`src/rtl/port_tx_feeder_if.sv`:
```
// Bundle between the tx feeder, its two fwft FIFOs (frame length and byte data)
// and the MAC AXI-Stream transmit port.
interface port_tx_feeder_if;
    logic        len_empty;
    logic [15:0] len_dout;
    logic        len_ren;
    logic        data_empty;
    logic [7:0]  data_dout;
    logic        data_ren;
    logic [7:0]  tx_axis_tdata;
    logic        tx_axis_tvalid;
    logic        tx_axis_tlast;
    logic        tx_axis_tready;

    modport master (
        input  len_empty, len_dout, data_empty, data_dout, tx_axis_tready,
        output len_ren, data_ren, tx_axis_tdata, tx_axis_tvalid, tx_axis_tlast
    );

    modport slave (
        output len_empty, len_dout, data_empty, data_dout, tx_axis_tready,
        input  len_ren, data_ren, tx_axis_tdata, tx_axis_tvalid, tx_axis_tlast
    );
endinterface

```
`src/rtl/port_tx_feeder.sv`:
```
// Pops one length word per frame, streams that many bytes to the MAC, zero-pads
// runts to the minimum size, drains illegal frames and inserts an idle gap.
module port_tx_feeder #(
    parameter int MIN_FRAME_BYTES = 60,
    parameter int MAX_FRAME_BYTES = 1514,
    parameter int IFG_CYCLES      = 12
) (
    input  logic              clk,
    input  logic              reset_n,
    port_tx_feeder_if.master  bus,
    output logic [31:0]       frames_sent,
    output logic              frame_dropped,
    output logic              underrun
);
    localparam logic [15:0] MIN_LEN  = 16'(MIN_FRAME_BYTES);
    localparam logic [15:0] MAX_LEN  = 16'(MAX_FRAME_BYTES);
    localparam logic [15:0] GAP_LOAD = 16'(IFG_CYCLES - 1);

    typedef enum logic [2:0] {S_IDLE, S_SEND, S_PAD, S_DROP, S_GAP} state_t;

    state_t      state_q, state_d;
    logic [15:0] remaining_q, remaining_d;
    logic [15:0] pad_q, pad_d;
    logic [15:0] gap_q, gap_d;
    logic [31:0] frames_sent_q, frames_sent_d;
    logic        underrun_seen_q, underrun_seen_d;

    always_ff @(posedge clk or negedge reset_n) begin
        if (!reset_n) begin
            state_q         <= S_IDLE;
            remaining_q     <= '0;
            pad_q           <= '0;
            gap_q           <= '0;
            frames_sent_q   <= '0;
            underrun_seen_q <= 1'b0;
        end else begin
            state_q         <= state_d;
            remaining_q     <= remaining_d;
            pad_q           <= pad_d;
            gap_q           <= gap_d;
            frames_sent_q   <= frames_sent_d;
            underrun_seen_q <= underrun_seen_d;
        end
    end

    always_comb begin
        state_d            = state_q;
        remaining_d        = remaining_q;
        pad_d              = pad_q;
        gap_d              = gap_q;
        frames_sent_d      = frames_sent_q;
        underrun_seen_d    = underrun_seen_q;
        bus.len_ren        = 1'b0;
        bus.data_ren       = 1'b0;
        bus.tx_axis_tdata  = 8'h00;
        bus.tx_axis_tvalid = 1'b0;
        bus.tx_axis_tlast  = 1'b0;
        frame_dropped      = 1'b0;
        underrun           = 1'b0;

        case (state_q)
            S_IDLE: begin
                if (!bus.len_empty) begin
                    bus.len_ren     = 1'b1;
                    remaining_d     = bus.len_dout;
                    underrun_seen_d = 1'b0;
                    if (bus.len_dout == 16'd0 || bus.len_dout > MAX_LEN) begin
                        // A zero-length word has no bytes behind it, so skip the drain
                        frame_dropped = 1'b1;
                        pad_d         = 16'd0;
                        state_d       = (bus.len_dout == 16'd0) ? S_IDLE : S_DROP;
                    end else begin
                        pad_d   = (bus.len_dout < MIN_LEN) ? (MIN_LEN - bus.len_dout) : 16'd0;
                        state_d = S_SEND;
                    end
                end
            end

            S_SEND: begin
                bus.tx_axis_tdata  = bus.data_dout;
                bus.tx_axis_tvalid = !bus.data_empty;
                bus.tx_axis_tlast  = (remaining_q == 16'd1) && (pad_q == 16'd0);
                bus.data_ren       = !bus.data_empty && bus.tx_axis_tready;
                if (bus.data_empty && !underrun_seen_q) begin
                    underrun        = 1'b1;
                    underrun_seen_d = 1'b1;
                end
                if (!bus.data_empty && bus.tx_axis_tready) begin
                    remaining_d = remaining_q - 16'd1;
                    if (remaining_q == 16'd1) begin
                        if (pad_q != 16'd0) begin
                            state_d = S_PAD;
                        end else begin
                            state_d       = S_GAP;
                            gap_d         = GAP_LOAD;
                            frames_sent_d = frames_sent_q + 32'd1;
                        end
                    end
                end
            end

            S_PAD: begin
                bus.tx_axis_tvalid = 1'b1;
                bus.tx_axis_tlast  = (pad_q == 16'd1);
                if (bus.tx_axis_tready) begin
                    pad_d = pad_q - 16'd1;
                    if (pad_q == 16'd1) begin
                        state_d       = S_GAP;
                        gap_d         = GAP_LOAD;
                        frames_sent_d = frames_sent_q + 32'd1;
                    end
                end
            end

            S_DROP: begin
                bus.data_ren = !bus.data_empty && (remaining_q != 16'd0);
                if (remaining_q == 16'd0) begin
                    state_d = S_GAP;
                    gap_d   = GAP_LOAD;
                end else if (!bus.data_empty) begin
                    remaining_d = remaining_q - 16'd1;
                    if (remaining_q == 16'd1) begin
                        state_d = S_GAP;
                        gap_d   = GAP_LOAD;
                    end
                end
            end

            S_GAP: begin
                if (gap_q == 16'd0) begin
                    state_d = S_IDLE;
                end else begin
                    gap_d = gap_q - 16'd1;
                end
            end

            default: state_d = S_IDLE;
        endcase
    end

    assign frames_sent = frames_sent_q;

endmodule
```
`src/flat_wrapper.sv`:
```
// flat-port wrapper written by rule: the top's interface ports become plain ports
module port_tx_feeder_flat 
#(
    parameter int MIN_FRAME_BYTES = 60,
    parameter int MAX_FRAME_BYTES = 1514,
    parameter int IFG_CYCLES      = 12
)
  (clk, reset_n, frames_sent, frame_dropped, underrun, bus_len_empty, bus_len_dout, bus_data_empty, bus_data_dout, bus_tx_axis_tready, bus_len_ren, bus_data_ren, bus_tx_axis_tdata, bus_tx_axis_tvalid, bus_tx_axis_tlast);
  port_tx_feeder_if bus_i ();
  input  logic clk;
  input  logic reset_n;
  output logic [31:0] frames_sent;
  output logic frame_dropped;
  output logic underrun;
  input wire logic [$bits(bus_i.len_empty)-1:0] bus_len_empty;
  input wire logic [$bits(bus_i.len_dout)-1:0] bus_len_dout;
  input wire logic [$bits(bus_i.data_empty)-1:0] bus_data_empty;
  input wire logic [$bits(bus_i.data_dout)-1:0] bus_data_dout;
  input wire logic [$bits(bus_i.tx_axis_tready)-1:0] bus_tx_axis_tready;
  output wire logic [$bits(bus_i.len_ren)-1:0] bus_len_ren;
  output wire logic [$bits(bus_i.data_ren)-1:0] bus_data_ren;
  output wire logic [$bits(bus_i.tx_axis_tdata)-1:0] bus_tx_axis_tdata;
  output wire logic [$bits(bus_i.tx_axis_tvalid)-1:0] bus_tx_axis_tvalid;
  output wire logic [$bits(bus_i.tx_axis_tlast)-1:0] bus_tx_axis_tlast;
  assign bus_i.len_empty = bus_len_empty;
  assign bus_i.len_dout = bus_len_dout;
  assign bus_i.data_empty = bus_data_empty;
  assign bus_i.data_dout = bus_data_dout;
  assign bus_i.tx_axis_tready = bus_tx_axis_tready;
  assign bus_len_ren = bus_i.len_ren;
  assign bus_data_ren = bus_i.data_ren;
  assign bus_tx_axis_tdata = bus_i.tx_axis_tdata;
  assign bus_tx_axis_tvalid = bus_i.tx_axis_tvalid;
  assign bus_tx_axis_tlast = bus_i.tx_axis_tlast;
  port_tx_feeder #(.MIN_FRAME_BYTES(MIN_FRAME_BYTES), .MAX_FRAME_BYTES(MAX_FRAME_BYTES), .IFG_CYCLES(IFG_CYCLES)) u_core (.clk(clk), .reset_n(reset_n), .bus(bus_i), .frames_sent(frames_sent), .frame_dropped(frame_dropped), .underrun(underrun));
endmodule
```
`config.mk`:
```
export PLATFORM = sky130hd
export DESIGN_NAME = port_tx_feeder_flat
export DESIGN_NICKNAME = d
export VERILOG_FILES = /design/src/rtl/port_tx_feeder_if.sv /design/src/rtl/port_tx_feeder.sv /design/src/flat_wrapper.sv
export SDC_FILE = /design/constraint.sdc
export NUM_CORES = 1
export LEC_CHECK = 0
export ABC_AREA = 1
export CAP_MARGIN = 20
export CORE_UTILIZATION = 35
export DETAILED_ROUTE_END_ITERATION = 7
export PLACE_DENSITY = 0.57
export SYNTH_ARGS = -nofsm -noshare
export SYNTH_HDL_FRONTEND = slang
export SYNTH_SLANG_ARGS = --single-unit
```
`constraint.sdc`:
```
create_clock -name clk -period 4.7 [get_ports clk]
set_input_delay 0.94 -clock clk [delete_from_list [all_inputs] [get_ports clk]]
set_output_delay 0.94 -clock clk [all_outputs]
set_load 0.01 [all_outputs]
```
==> results.py <==
metrics = {
    "outcome": {
        "status": "completed",
    },
    "timing": {
        "fin_crit_ns": 3.85,
        "period_share_pct": 82.0,
        "tns_ns": 0,
        "final_max_slew_viol_count": 0,
        "timing.slew.headroom_pct": 50.8,
        "rsz0062_at_grt": "false",
        "fmax_ghz": 0.259,
        "setup_violations": 0,
        "tightest_slew_ns": 0.738,
        "hold_viol": 0,
        "skew_ns": 0.00815,
    },
    "worst_setup_path": {
        "cp-end-kind": "output port",
        "critPathLaunchType": "input pin",
        "critPathBufInv": 3,
        "r2r_start": "u_core.state_q[2]",
        "cp.required_ns": 3.76,
        "crit_path_top_delay_cell": "clkdlybuf4s50_1",
        "path_max_fanout": 8,
        "critical_path_class": "input pin to output port",
        "reg2reg_slack_ns": 2.18,
        "rr_endpoint": "u_core.frames_sent[14]",
        "crit_path_max_incr_delay_ns": 0.56,
        "path_cells": "clkdlybuf4s50_1 > inv_1 > ha_1 > nand3_1 > nor3_1 > nand2_1 > a21oi_1 > clkdlybuf4s50_1",
        "reg2reg_depth": 11,
        "worstPathArrival_ns": 2.91,
        "cp_common_cell": "clkdlybuf4s50_1",
        "cpLargestDelayFamily": "buffers and inverters",
    },
    "drt": {
        "ant_nets": 0,
        "vias_per_cell": 4.76,
        "wire_per_inst_um": 12.9,
        "first_pass_iters": 5,
        "vias": 5785,
        "drt_wl_total_um": 15700,
        "drc": 0,
        "drtIter0Drc": 299,
    },
    "worst_hold_path": {
        "holdCritPathClass": "flop to flop",
        "min_to": "u_core.state_q[1]",
        "whs_path_depth": 2,
        "min_from": "u_core.state_q[1]",
    },
    "cts": {
        "clk_latency_ns": 0.35,
        "h-tree-depth": 3,
        "cts_root_buf": "clkbuf_16",
        "cts_setup_buffers": 0,
        "post_cts_resized": 0,
        "hold_buffers": 0,
        "clock_path_buffers": 2,
        "cts_sinks": 84,
        "cts.reportedPaths.clkPinSlew_ns": 0.07,
        "cts_buffers": 9,
        "tritoncts": "done",
    },
    "power_and_ir_drop": {
        "power_frac_comb_pct": 52.3,
        "power.share.switching_pct": 48.7,
        "p_seq_share_pct": 29.1,
        "clkPwrFrac_pct": 18.6,
        "internal-power_uw": 1910,
        "power_density_mw_per_mm2": 517,
        "p_leak_uw": 0.00338,
        "peakVddDrop_v": 0.000267,
        "p_switching_uw": 1810,
    },
    "floorplanning": {
        "core-area_sq_mm": 0.0167,
        "rows": 47,
        "fp.dieW_um": 133,
        "die_height_um": 133,
        "ios": 75,
        "initial_core_util_pct": 36.1,
        "die_area_sq_mm": 0.0178,
    },
    "yosys": {
        "yosys_warnings": 0,
        "synth_top_area_share_pct": 34.8,
        "synth_seq_area_share_pct": 34.8,
        "synth_cells": 925,
        "syn-num-nets": 964,
        "avgSynthCellArea_sq_um": 6.52,
        "syn_area_sq_mm": 0.00603,
        "yosysUniqueCellTypes": 34,
        "synthTopCellsByArea": "dfrtp_1 35%, nand2_1 21%, nor2_1 10%",
        "synth_top_area_cell": "dfrtp_1",
        "ys_seq_elements": 84,
    },
    "layout": {
        "area_growth_pct": 19.2,
        "layout.core_utilization_pct": 43.1,
        "multiInputGateArea_sq_mm": 0.00349,
        "seq_area_sq_mm": 0.00210,
        "drive_gt1_share_pct": 5.13,
        "diodes": 0,
        "fin_nets": 1030,
        "fillers": 1786,
    },
    "run": {
        "drv_cap": 0,
    },
    "placed_design": {
        "place.port_buffers": 74,
        "dpl.hpwl_um": 11600,
        "gp_congestion": 0.883,
    },
    "grt": {
        "antenna_found_initial": 0,
        "grt_pass1_wl_um": 26400,
        "grt_pass1_vias": 5324,
        "grt_overflow": 0,
        "grt_start_max_net_pins": 56,
        "track_usage_pct": 18.3,
    },
}
==> sequential cells by signal, summed over array words and instances (netlist names) <==
signal	flops
u_core.remaining_q	16
u_core.gap_q	16
u_core.state_q	3
u_core.frames_sent	32
u_core.pad_q	16
u_core.underrun_seen_q	1
==> cell usage after synthesis <==
| cell | instances |
|---|---|
| o21bai_1 | 4 |
| nand2_2 | 9 |
| o22ai_1 | 3 |
| a31o_2 | 1 |
| nand3_1 | 39 |
| o21ai_1 | 8 |
| inv_1 | 72 |
| nor4_1 | 1 |
| a21oi_1 | 24 |
| nor2_1 | 168 |
| inv_2 | 6 |
| o211ai_1 | 4 |
| dfrtp_1 | 84 |
| a31oi_1 | 3 |
| buf_2 | 4 |
| o21ai_2 | 3 |
| xor2_1 | 30 |
| nor3_1 | 18 |
| buf_6 | 8 |
| nand3_4 | 1 |
| nand2_1 | 332 |
| o31ai_1 | 1 |
| nor2_8 | 1 |
| xnor2_1 | 15 |
| buf_4 | 1 |
| clkbuf_1 | 8 |
| nor2_4 | 5 |
| nand4_1 | 16 |
| ha_1 | 10 |
| nor2_2 | 4 |
| o21ai_0 | 35 |
| nand3_2 | 1 |
| nand3b_1 | 4 |
| or2_2 | 2 |
==> kinds of logic (layout without fill, tap and decap cells) <==
logic type	count (synthesis)	count (layout)	share of synthesized area, %
and+or+nand+nor	601	601	41.4
xor gates and xnor gates	45	45	6.53
DFF	84	84	34.8
AOI/OAI and AO/OA	86	86	7.88
adders and majority gates	10	10	2.07
buffers and inverters	99	169	7.30
==> worst max path at each step <==
stage,startpoint,endpoint,slack [ns],cells past startpoint
floorplan,bus_len_dout[3],frame_dropped,1.90,9
global placement,bus_len_dout[1],frame_dropped,0.88,8
detailed placement,bus_len_dout[1],frame_dropped,0.88,8
CTS,bus_len_dout[1],frame_dropped,0.87,8
global route,bus_len_dout[0],frame_dropped,0.67,8
finish,bus_len_dout[1],frame_dropped,0.85,8
==> cell usage in the layout (no fill, tap or decap), types with 2 or more instances in the layout <==
master | Yosys | routed
ha_1 | 10 | 10
o21bai_1 | 4 | 4
nor2_1 | 168 | 168
nand4_1 | 16 | 16
xor2_1 | 30 | 30
inv_2 | 6 | 6
inv_1 | 72 | 72
clkdlybuf4s50_1 | 0 | 73
a31oi_1 | 3 | 3
o21ai_0 | 35 | 35
nand3_1 | 39 | 39
clkinvlp_4 | 0 | 2
xnor2_1 | 15 | 15
nor2_4 | 5 | 5
nor3_1 | 18 | 18
nor2_2 | 4 | 4
nand3b_1 | 4 | 4
buf_4 | 1 | 3
or2_2 | 2 | 2
o211ai_1 | 4 | 4
dfrtp_1 | 84 | 84
clkbuf_16 | 0 | 9
o21ai_1 | 8 | 8
a21oi_1 | 24 | 24
nand2_1 | 332 | 332
o21ai_2 | 3 | 3
nand2_2 | 9 | 9
o22ai_1 | 3 | 3
==> metal layers <==
metal,wire length [um],GRT usage [%],vias up
met1,7660,25.7,2628
met2,7170,29.1,105
li1,-,-,3040
met3,627,2.97,12
met4,204,5.11,0
met5,0,0,-
==> through the flow <==
step / hold WS (ns) / std cells / worst slack (ns) / instance area, sq um / total power [uW]
5_1_grt: 0.528 / 1215 / 0.669 / 7190 / 4070
4_1_cts: 0.487 / 1215 / 0.870 / 7190 / 3750
3_3_place_gp: 0.461 / 1200 / 0.885 / 6910 / 3050
6_report: 0.481 / 1215 / 0.846 / 7190 / 3720
3_5_place_dp: 0.470 / 1200 / 0.883 / 6910 / 3050
2_1_floorplan: 0.442 / 925 / 1.90 / 6030 / 2630
==> power groups by stage <==
stage / Sequential, uW / Combinational (uW) / Clock (uW)
final: 1080 / 1950 / 691
after global routing: 1110 / 2220 / 736
after global placement: 1100 / 1950 / 0
after floorplan: 1060 / 1570 / 0
after detailed placement: 1100 / 1960 / 0
after CTS: 1080 / 1960 / 703
==> area by class of cell <==
type	count	share of cell area, %
tap	220	3.83
clock inverter	5	0.522
sequential	84	29.2
inverter	78	4.07
clock buffer	10	3.32
multi-input combinational	742	48.5
timing repair buffer	76	10.5
==> worst min-delay path: cells and delay by family (launching register included) <==
kind             cells  cell delay, ns
flip-flops           1            0.35
AND/OR/NAND/NOR      2            0.10
(Power assumes the default switching activity.)
